**config.mk**
```make
export PLATFORM = sky130hd
export DESIGN_NAME = mmio_port_controller
export DESIGN_NICKNAME = d
export VERILOG_FILES = /design/src/rtl/mmio_port_controller.sv
export SDC_FILE = /design/constraint.sdc
export NUM_CORES = 1
export LEC_CHECK = 0
export ABC_AREA = 1
export CAP_MARGIN = 30
export CORE_AREA = 2 2 333 170
export CTS_BUF_LIST = sky130_fd_sc_hd__clkbuf_4 sky130_fd_sc_hd__clkbuf_8
export DETAILED_ROUTE_END_ITERATION = 8
export DIE_AREA = 0 0 335 172
export GPL_TIMING_DRIVEN = 0
export PLACE_DENSITY = 0.88
export SYNTH_ARGS = -nofsm -noshare
export SYNTH_HDL_FRONTEND = slang
export SYNTH_SLANG_ARGS = --single-unit
```
**constraint.sdc**
```tcl
create_clock -name clock -period 4.45 [get_ports clock]
set_input_delay 0.89 -clock clock [delete_from_list [all_inputs] [get_ports clock]]
set_output_delay 0.89 -clock clock [all_outputs]
set_load 0.005 [all_outputs]
```
**src/rtl/mmio_port_controller.sv**
```systemverilog
// Memory-mapped I/O port block: synchronised input words, byte-merged output registers,
// registered read path with error reporting. Optional change detection via MMIO_CHANGE_DETECT_EN.
module mmio_port_controller #(
  parameter int unsigned NUM_PORTS          = 8,
  parameter logic [31:0] BASE_ADDRESS       = 32'hFFFFFFE0,
  parameter int unsigned SYNC_STAGES        = 2,
  parameter logic [31:0] OUTPUT_RESET_VALUE = 32'h00000000
) (
  input  logic                      clock,
  input  logic                      reset,
  input  logic                      access_valid,
  input  logic                      access_write,
  input  logic [31:0]               access_address,
  input  logic [1:0]                access_size,
  input  logic [31:0]               write_data,
  output logic [31:0]               read_data,
  output logic                      read_valid,
  output logic                      access_hit,
  output logic                      access_error,
  input  logic [NUM_PORTS*32-1:0]   mmio_inputs,
  output logic [NUM_PORTS*32-1:0]   mmio_outputs,
  output logic [NUM_PORTS-1:0]      write_strobe,
  output logic                      change_pending
);

  localparam int unsigned IW       = (NUM_PORTS > 1) ? $clog2(NUM_PORTS) : 1;
  localparam logic [31:0] WIN_MASK = ~(32'(4 * NUM_PORTS) - 32'd1);

  logic [31:0]          sync_q [SYNC_STAGES][NUM_PORTS];
  logic [31:0]          out_q  [NUM_PORTS];
  logic [31:0]          out_d  [NUM_PORTS];
  logic [31:0]          read_data_q, read_data_d;
  logic                 read_valid_q, hit_q, error_q;
  logic [NUM_PORTS-1:0] strobe_q, strobe_d;

  logic          in_window, aligned, legal_hit, do_write, do_read;
  logic [IW-1:0] port_idx;
  logic [1:0]    off;
  logic [31:0]   in_word, shifted, rd_sized, wshift;
  logic [3:0]    be;

  assign in_window = (access_address & WIN_MASK) == BASE_ADDRESS;
  assign port_idx  = (NUM_PORTS > 1) ? access_address[2 +: IW] : '0;
  assign off       = access_address[1:0];

  always_comb begin
    aligned = 1'b0;
    case (access_size)
      2'b00:   aligned = 1'b1;
      2'b01:   aligned = ~off[0];
      2'b10:   aligned = (off == 2'b00);
      default: aligned = 1'b0;
    endcase
  end

  assign legal_hit = access_valid & in_window & aligned;
  assign do_write  = legal_hit & access_write;
  assign do_read   = access_valid & ~access_write;

  // Reads always see the last synchroniser stage, never the output registers.
  assign in_word = sync_q[SYNC_STAGES-1][port_idx];
  assign shifted = in_word >> {off, 3'b000};
  assign wshift  = write_data << {off, 3'b000};

  always_comb begin
    rd_sized = shifted;
    be       = 4'b1111;
    case (access_size)
      2'b00: begin
        rd_sized = {24'b0, shifted[7:0]};
        be       = 4'b0001 << off;
      end
      2'b01: begin
        rd_sized = {16'b0, shifted[15:0]};
        be       = 4'b0011 << off;
      end
      default: ;
    endcase
  end

  always_comb begin
    read_data_d = read_data_q;
    if (do_read) read_data_d = legal_hit ? rd_sized : 32'b0;
    strobe_d = '0;
    if (do_write) strobe_d[port_idx] = 1'b1;
    out_d = out_q;
    if (do_write) begin
      for (int b = 0; b < 4; b++) begin
        if (be[b]) out_d[port_idx][8*b +: 8] = wshift[8*b +: 8];
      end
    end
  end

  always_ff @(posedge clock) begin
    if (reset) begin
      for (int s = 0; s < int'(SYNC_STAGES); s++)
        for (int p = 0; p < int'(NUM_PORTS); p++) sync_q[s][p] <= '0;
      for (int p = 0; p < int'(NUM_PORTS); p++) out_q[p] <= OUTPUT_RESET_VALUE;
      read_data_q  <= '0;
      read_valid_q <= 1'b0;
      hit_q        <= 1'b0;
      error_q      <= 1'b0;
      strobe_q     <= '0;
    end else begin
      for (int p = 0; p < int'(NUM_PORTS); p++) sync_q[0][p] <= mmio_inputs[32*p +: 32];
      for (int s = 1; s < int'(SYNC_STAGES); s++) sync_q[s] <= sync_q[s-1];
      out_q        <= out_d;
      read_data_q  <= read_data_d;
      read_valid_q <= do_read;
      hit_q        <= access_valid & in_window;
      error_q      <= access_valid & in_window & ~aligned;
      strobe_q     <= strobe_d;
    end
  end

  for (genvar g = 0; g < int'(NUM_PORTS); g++) begin : g_out
    assign mmio_outputs[32*g +: 32] = out_q[g];
  end

  assign read_data    = read_data_q;
  assign read_valid   = read_valid_q;
  assign access_hit   = hit_q;
  assign access_error = error_q;
  assign write_strobe = strobe_q;

`ifdef MMIO_CHANGE_DETECT_EN
  logic [31:0]          prev_q [NUM_PORTS];
  logic [NUM_PORTS-1:0] flag_q, flag_d;

  // A change arriving on the same edge as the clearing read keeps the flag set.
  always_comb begin
    flag_d = flag_q;
    for (int p = 0; p < int'(NUM_PORTS); p++) begin
      flag_d[p] = (sync_q[SYNC_STAGES-1][p] != prev_q[p]) |
                  (flag_q[p] & ~(do_read & legal_hit & (port_idx == IW'(p))));
    end
  end

  always_ff @(posedge clock) begin
    if (reset) begin
      for (int p = 0; p < int'(NUM_PORTS); p++) prev_q[p] <= '0;
      flag_q <= '0;
    end else begin
      prev_q <= sync_q[SYNC_STAGES-1];
      flag_q <= flag_d;
    end
  end

  assign change_pending = |flag_q;
`else
  assign change_pending = 1'b0;
`endif

endmodule

```
* Yosys cells after proc, flatten, opt, wreduce, memory -nomap -nowiden
Memories as Yosys holds them, arrays and structs flattened.
Index checks and enable logic that the tools add are counted.
** Word-level totals
- Register bits :: 299
- Bits in writable memories :: 512
- Output and inout port bits :: 300
- Logic and storage cells :: 89
- Memories :: 1
** Memories
- sync_q :: words 2, bits a word 256, read ports 2, clocked after memory_dff 0, write ports 2, RTL line 29 : logic [31:0] sync_q [SYNC_STAGES][NUM_PORTS];
** Operators by class
- Order comparisons :: 4
- Eq/ne operators :: 3
- Shifts and indexed selects :: 4
- Muxes and demuxes :: 40
- Bitwise logic cells :: 19
- Reduce and logical (&&, ||, !) cells :: 5
** Operators with widths (number)
- $mux 256 :: 8
- $bwmux 256 :: 4
- $demux 32 s3 :: 4
- $mux 32 :: 12
- $bmux 32 s3 :: 1
- $pmux 32 s2 :: 1
- $shl 32x5->32 :: 1
- $shr 32x5->32 :: 1
- $eq 27x27->1 const B :: 1
- $mux 24 :: 1
- $mux 16 :: 1
- $or 1x1->1 :: 9
- $mux 8 :: 1
- $pmux 4 s2 :: 1
- $and 1x1->1 :: 5
- $ge 4x4->1 const B :: 1
- $logic_not 2->1 :: 2
- $lt 3x4->1 const B :: 1
- $lt 4x1->1 const B :: 1
- $mux 1 :: 4
- $not 1->1 :: 4
- $not 3->4 :: 1
- $shl 1x2->4 const A :: 1
- $shl 2x2->4 const A :: 1
- 7 further kinds :: 8

* Logic depth before layout (Yosys ltp)
- Depth in word-level cells :: 16
- Depth in mapped cells :: 13

* Least setup slack after synthesis
Ideal clock, no wire load.
- Path type :: input port to flip-flop
- Start :: input port access_address[0]
- End :: register out_q, in the netlist mmio_outputs[0]
- Setup time :: 0.113 ns
- Arrival :: 2.321 ns
- Required time :: 4.337 ns
- Setup slack :: 2.015 ns
- Stages :: 12
- Cells stage by stage :: buf_4 -> nor2_4 -> inv_2 -> o21ai_2 -> nand3_2 -> nor2_4 -> buf_6 -> buf_8 -> nand3_2 -> buf_2 -> o21ai_1 -> nor2_1
** Between the ends
- Longest elaborated chain between the ends :: 12
- Elaborated cells on any way between the ends :: 20
- Classes of those cells :: shift (3); mux (13); bitwise (3); reduce/logical (1)
** RTL lines
- from (decl) :: RTL line 13 : input logic [31:0] access_address,
- $shl 32x5->32, or another cell as far along :: RTL line 63 : assign wshift = write_data << {off, 3'b000};
- $bwmux 256 or $pmux 4 s2 (tied branches) :: RTL line 89, 68
- $mux 256 :: RTL line 89 : if (be[b]) out_d[port_idx][8*b +: 8] = wshift[8*b +: 8];
- $mux 256 :: RTL line 87 : if (do_write) begin
- $bwmux 256 :: RTL line 89
- $mux 256 :: RTL line 89
- $mux 256 :: RTL line 87
- $bwmux 256 :: RTL line 89
- $mux 256 :: RTL line 89
- $mux 256 :: RTL line 87
- $bwmux 256 :: RTL line 89
- $mux 256 :: RTL line 89
- to (signal assigned) :: RTL line 107 : out_q <= out_d;
- to (decl) :: RTL line 30 : logic [31:0] out_q [NUM_PORTS];
Parallel ways exist; a longest one is shown, timed or not. The select of a mux whose other input is x is not followed.
A chain may end at the register's enable or synchronous reset.

* Worst setup path after layout
- Start :: input port access_address[2]
- End :: register read_data_q[4] (netlist: read_data[4])
** Between the ends
- Longest elaborated chain between the ends :: 7
** RTL lines
- $not 3->4 (not written as such) :: RTL line 61 : assign in_word = sync_q[SYNC_STAGES-1][port_idx];
- $bmux 32 s3 :: RTL line 61
- $mux 32 (not written as such) (2 in series) :: RTL line 61
- $shr 32x5->32 :: RTL line 62 : assign shifted = in_word >> {off, 3'b000};
- $pmux 32 s2 :: RTL line 68 : case (access_size)
- $mux 32 :: RTL line 83 : if (do_read) read_data_d = legal_hit ? rd_sized : 32'b0;
- to (signal assigned) :: RTL line 108 : read_data_q <= read_data_d;
- to (decl) :: RTL line 32 : logic [31:0] read_data_q, read_data_d;
Every way passes these cells. The select of a mux whose other input is x is not followed.

==> results.yml <==
worst_setup_path:
  cp_data_arrival_time_ns: 4.36
  path_max_fanout: 10
  cp_common_cell: "nand3_1"
  max_stage_delay_ns: 0.77
  path_cells: "clkdlybuf4s50_1 > clkbuf_1 > clkbuf_1 > nand2_1 > nand3_1 > nand2_1 > o21ai_0 > nand3_1 > nand3_1 > a21oi_1"
  worstSetupPathType: "in2reg"
  required_ns: 5.02
  crit_path_end_kind: "flop"
  slowest_stage: "clkbuf_1"
  crit_path_start_kind: "input pin"
power:
  switchingPower_mw: 3.92
  seqPwrFrac_pct: 49.3
  p_int_mw: 11.4
  p_sw_share_pct: 25.7
  clock_power_share_pct: 41.5
  p_leak_nw: 19.5
  peakVddDrop_mv: 0.263
  p_per_area_nw_per_um2: 370
  combPwrFrac_pct: 9.2
floorplanning:
  die_w_um: 335
  die_h_um: 172
  ios: 626
  rows: 61
  die-area_um2: 57600
  start_util_pct: 57.6
  core-area_um2: 54800
grt:
  grt_use_met1_pct: 55.9
  grt_max_degree: 17
  first_global_vias: 28600
  globalRouteMet3Util_pct: 15.5
  grt_util_all_layers_pct: 40.4
  grt_pass1_wl_mm: 172
  busiest_layer: "met1"
  gr-usage-met2_pct: 55.7
  antenna_found_initial: 21
  gr-total-overflow: 0
sta:
  maxSlewViolCount: 0
  hold_viol_final: 0
  rsz0062_at_grt: "false"
  maxSlewHeadroom_pct: 30.0
  finalSetupTns_ns: 0
  clock_skew_ns: 0.0251
  finalCritPeriodShare_pct: 85.0
  finalCriticalPeriod_ns: 3.78
  setup_viol: 0
  worst_pin_slew_ns: 1.05
  fmax_ghz: 0.264
cts:
  cts_hold_buf: 0
  post_cts_resized: 0
  htree_levels: 3
  cts_made_buffers: 106
  cts_setup_buffers: 0
  cts_root_buf: "clkbuf_8"
  clk_pin_slew_worst_paths_ns: 0.07
  cts.sinks: 811
  clkLatencyLatePin_ns: 0.73
  cts_tree: "done"
  cts_buffer_depth: 3
synth:
  synth-compound-area-share_pct: 3.34
  synth_top_area_cell: "dfxtp_1"
  ys_warn_count: 0
  synth_area_leaders: "dfxtp_1, inv_1, nand2_1, nor2_1, nand4_1"
  syn_area_per_cell_um2: 6.92
  synth_top_family_by_area: "simple AND/OR/NAND/NOR gates"
  synth_cell_types: 30
  ys.flop_type: "dfxtp_1"
  synthSimpleGateAreaFrac_pct: 28.0
  synthXorXnorAreaFrac_pct: 0
  ys_seq_elements: 811
  synthCells: 4562
  synth.net_count: 4888
  synth_area_um2: 31600
  synth-edff-count: 0
  async_reset_ff_share_pct: 0
  synth_top_area_share_pct: 51.4
  yosys.area_share.adder_pct: 0
  synth.area.mux_share_pct: 0
  yosysSeqAreaShare_pct: 51.4
route:
  drc: 0
  wl_mm: 120
  wl_per_cell_um: 19.5
  vias: 31200
  viasPerCell: 5.08
  first_pass_iters: 8
  antenna_left: 0
  drt_iter0_markers: 4514
cells_and_area:
  regArea_um2: 16200
  utilization_pct: 75.4
  multi_input_area_um2: 9930
  fillers: 4119
  nNetsFinal: 5630
  drive_above_1_share_pct: 5.72
  layout_common_cells: "inv_1, nand2_1, nor2_1"
  layout_commonest_cell: "inv_1"
  stdcell_count: 6134
  synthToLayoutAreaGrowth_pct: 30.9
placement:
  dp.cells: 5915
  portBuffers: 622
  hpwl_mm: 92.0
  place.gp.congestion: 1.04
hold_path:
  hold_path.class: "reg2reg"
run:
  cap_violations: 0
status:
  status: "finished, final reports clean"
-- power groups by stage --
stage,Clock (mW),Combinational (mW),Sequential (mW)
finish,6.34,1.40,7.53
global route,6.66,1.48,7.55
CTS,6.32,1.33,7.53
detailed placement,0,1.31,7.70
global placement,0,1.28,7.69
floorplan,0,0.626,7.67
-- synth_stat cells (5+ instances only) --
| cell | count |
|---|---|
| a21oi_1 | 34 |
| a22oi_1 | 8 |
| buf_1 | 29 |
| buf_2 | 41 |
| buf_4 | 5 |
| clkbuf_1 | 143 |
| dfxtp_1 | 811 |
| inv_1 | 1189 |
| inv_2 | 9 |
| nand2_1 | 975 |
| nand3_1 | 111 |
| nand3_2 | 29 |
| nand3b_1 | 14 |
| nand4_1 | 164 |
| nor2_1 | 834 |
| nor3_1 | 7 |
| o21ai_0 | 84 |
| o21ai_1 | 54 |
-- sequential cells by signal, indices dropped and copies added, names as in the netlist --
signal        flops
access_error      1
read_data        32
access_hit        1
read_valid        1
sync_q          512
mmio_outputs    256
write_strobe      8
-- path summary, 6_finish.rpt --
path                                                   from                   endpoint  slack (ns)  depth (start not counted)
worst max register to register  sync_q[0][436]$_SDFFE_PP0N_  read_data[4]$_SDFFE_PP0P_        2.69                          8
worst min-delay path                 sync_q[0][234]$_DFF_P_  sync_q[0][490]$_SDFF_PP0_        0.39                          2
worst max-delay path                      access_address[2]  read_data[4]$_SDFFE_PP0P_        0.67                         10
worst min register to register       sync_q[0][234]$_DFF_P_  sync_q[0][490]$_SDFF_PP0_        0.39                          2
-- logic make-up after synthesis --
| group | Yosys count |
|---|---|
| flops | 811 |
| compound gates | 191 |
| simple gates | 2140 |
| buf+inv | 1419 |
| other cells | 1 |
-- worst max-delay path: cells and delay by family --
family / cells / cell delay, ns
simple gates: 5 / 0.93
buf+inv: 3 / 2.13
compound gates: 2 / 0.41
-- per-stage QoR --
| stage | power [mW] | hold WS, ns | instance area (µm²) | setup slack, ns |
|---|---|---|---|---|
| floorplan | 8.30 | 0.388 | 31600 | 2.02 |
| global placement | 8.97 | 0.388 | 38700 | 0.246 |
| detailed placement | 9.00 | 0.394 | 38800 | 0.248 |
| CTS | 15.2 | 0.392 | 41200 | 0.959 |
| global route | 15.7 | 0.406 | 41300 | 0.710 |
| finish | 15.3 | 0.386 | 41300 | 0.666 |
-- final cells by class --
cell class              count  area share [%]
diodes                     22           0.133
well taps                 724            2.19
plain buffers             220            2.21
flip-flops and latches    811            39.3
inverters                1199            10.9
repair buffers            634            15.3
multi-input cells        2332            24.0
clock inverters            25           0.736
clock buffers             167            5.20
-- per-layer routing --
| layer | routed length, µm | vias to the layer above |
|---|---|---|
| met3 | 17000 | 352 |
| met1 | 50500 | 14300 |
| met5 | 65 | - |
| met4 | 5150 | 8 |
| met2 | 47000 | 1894 |
| li1 | - | 14600 |
No activity file was read; power rests on OpenSTA's default activity.
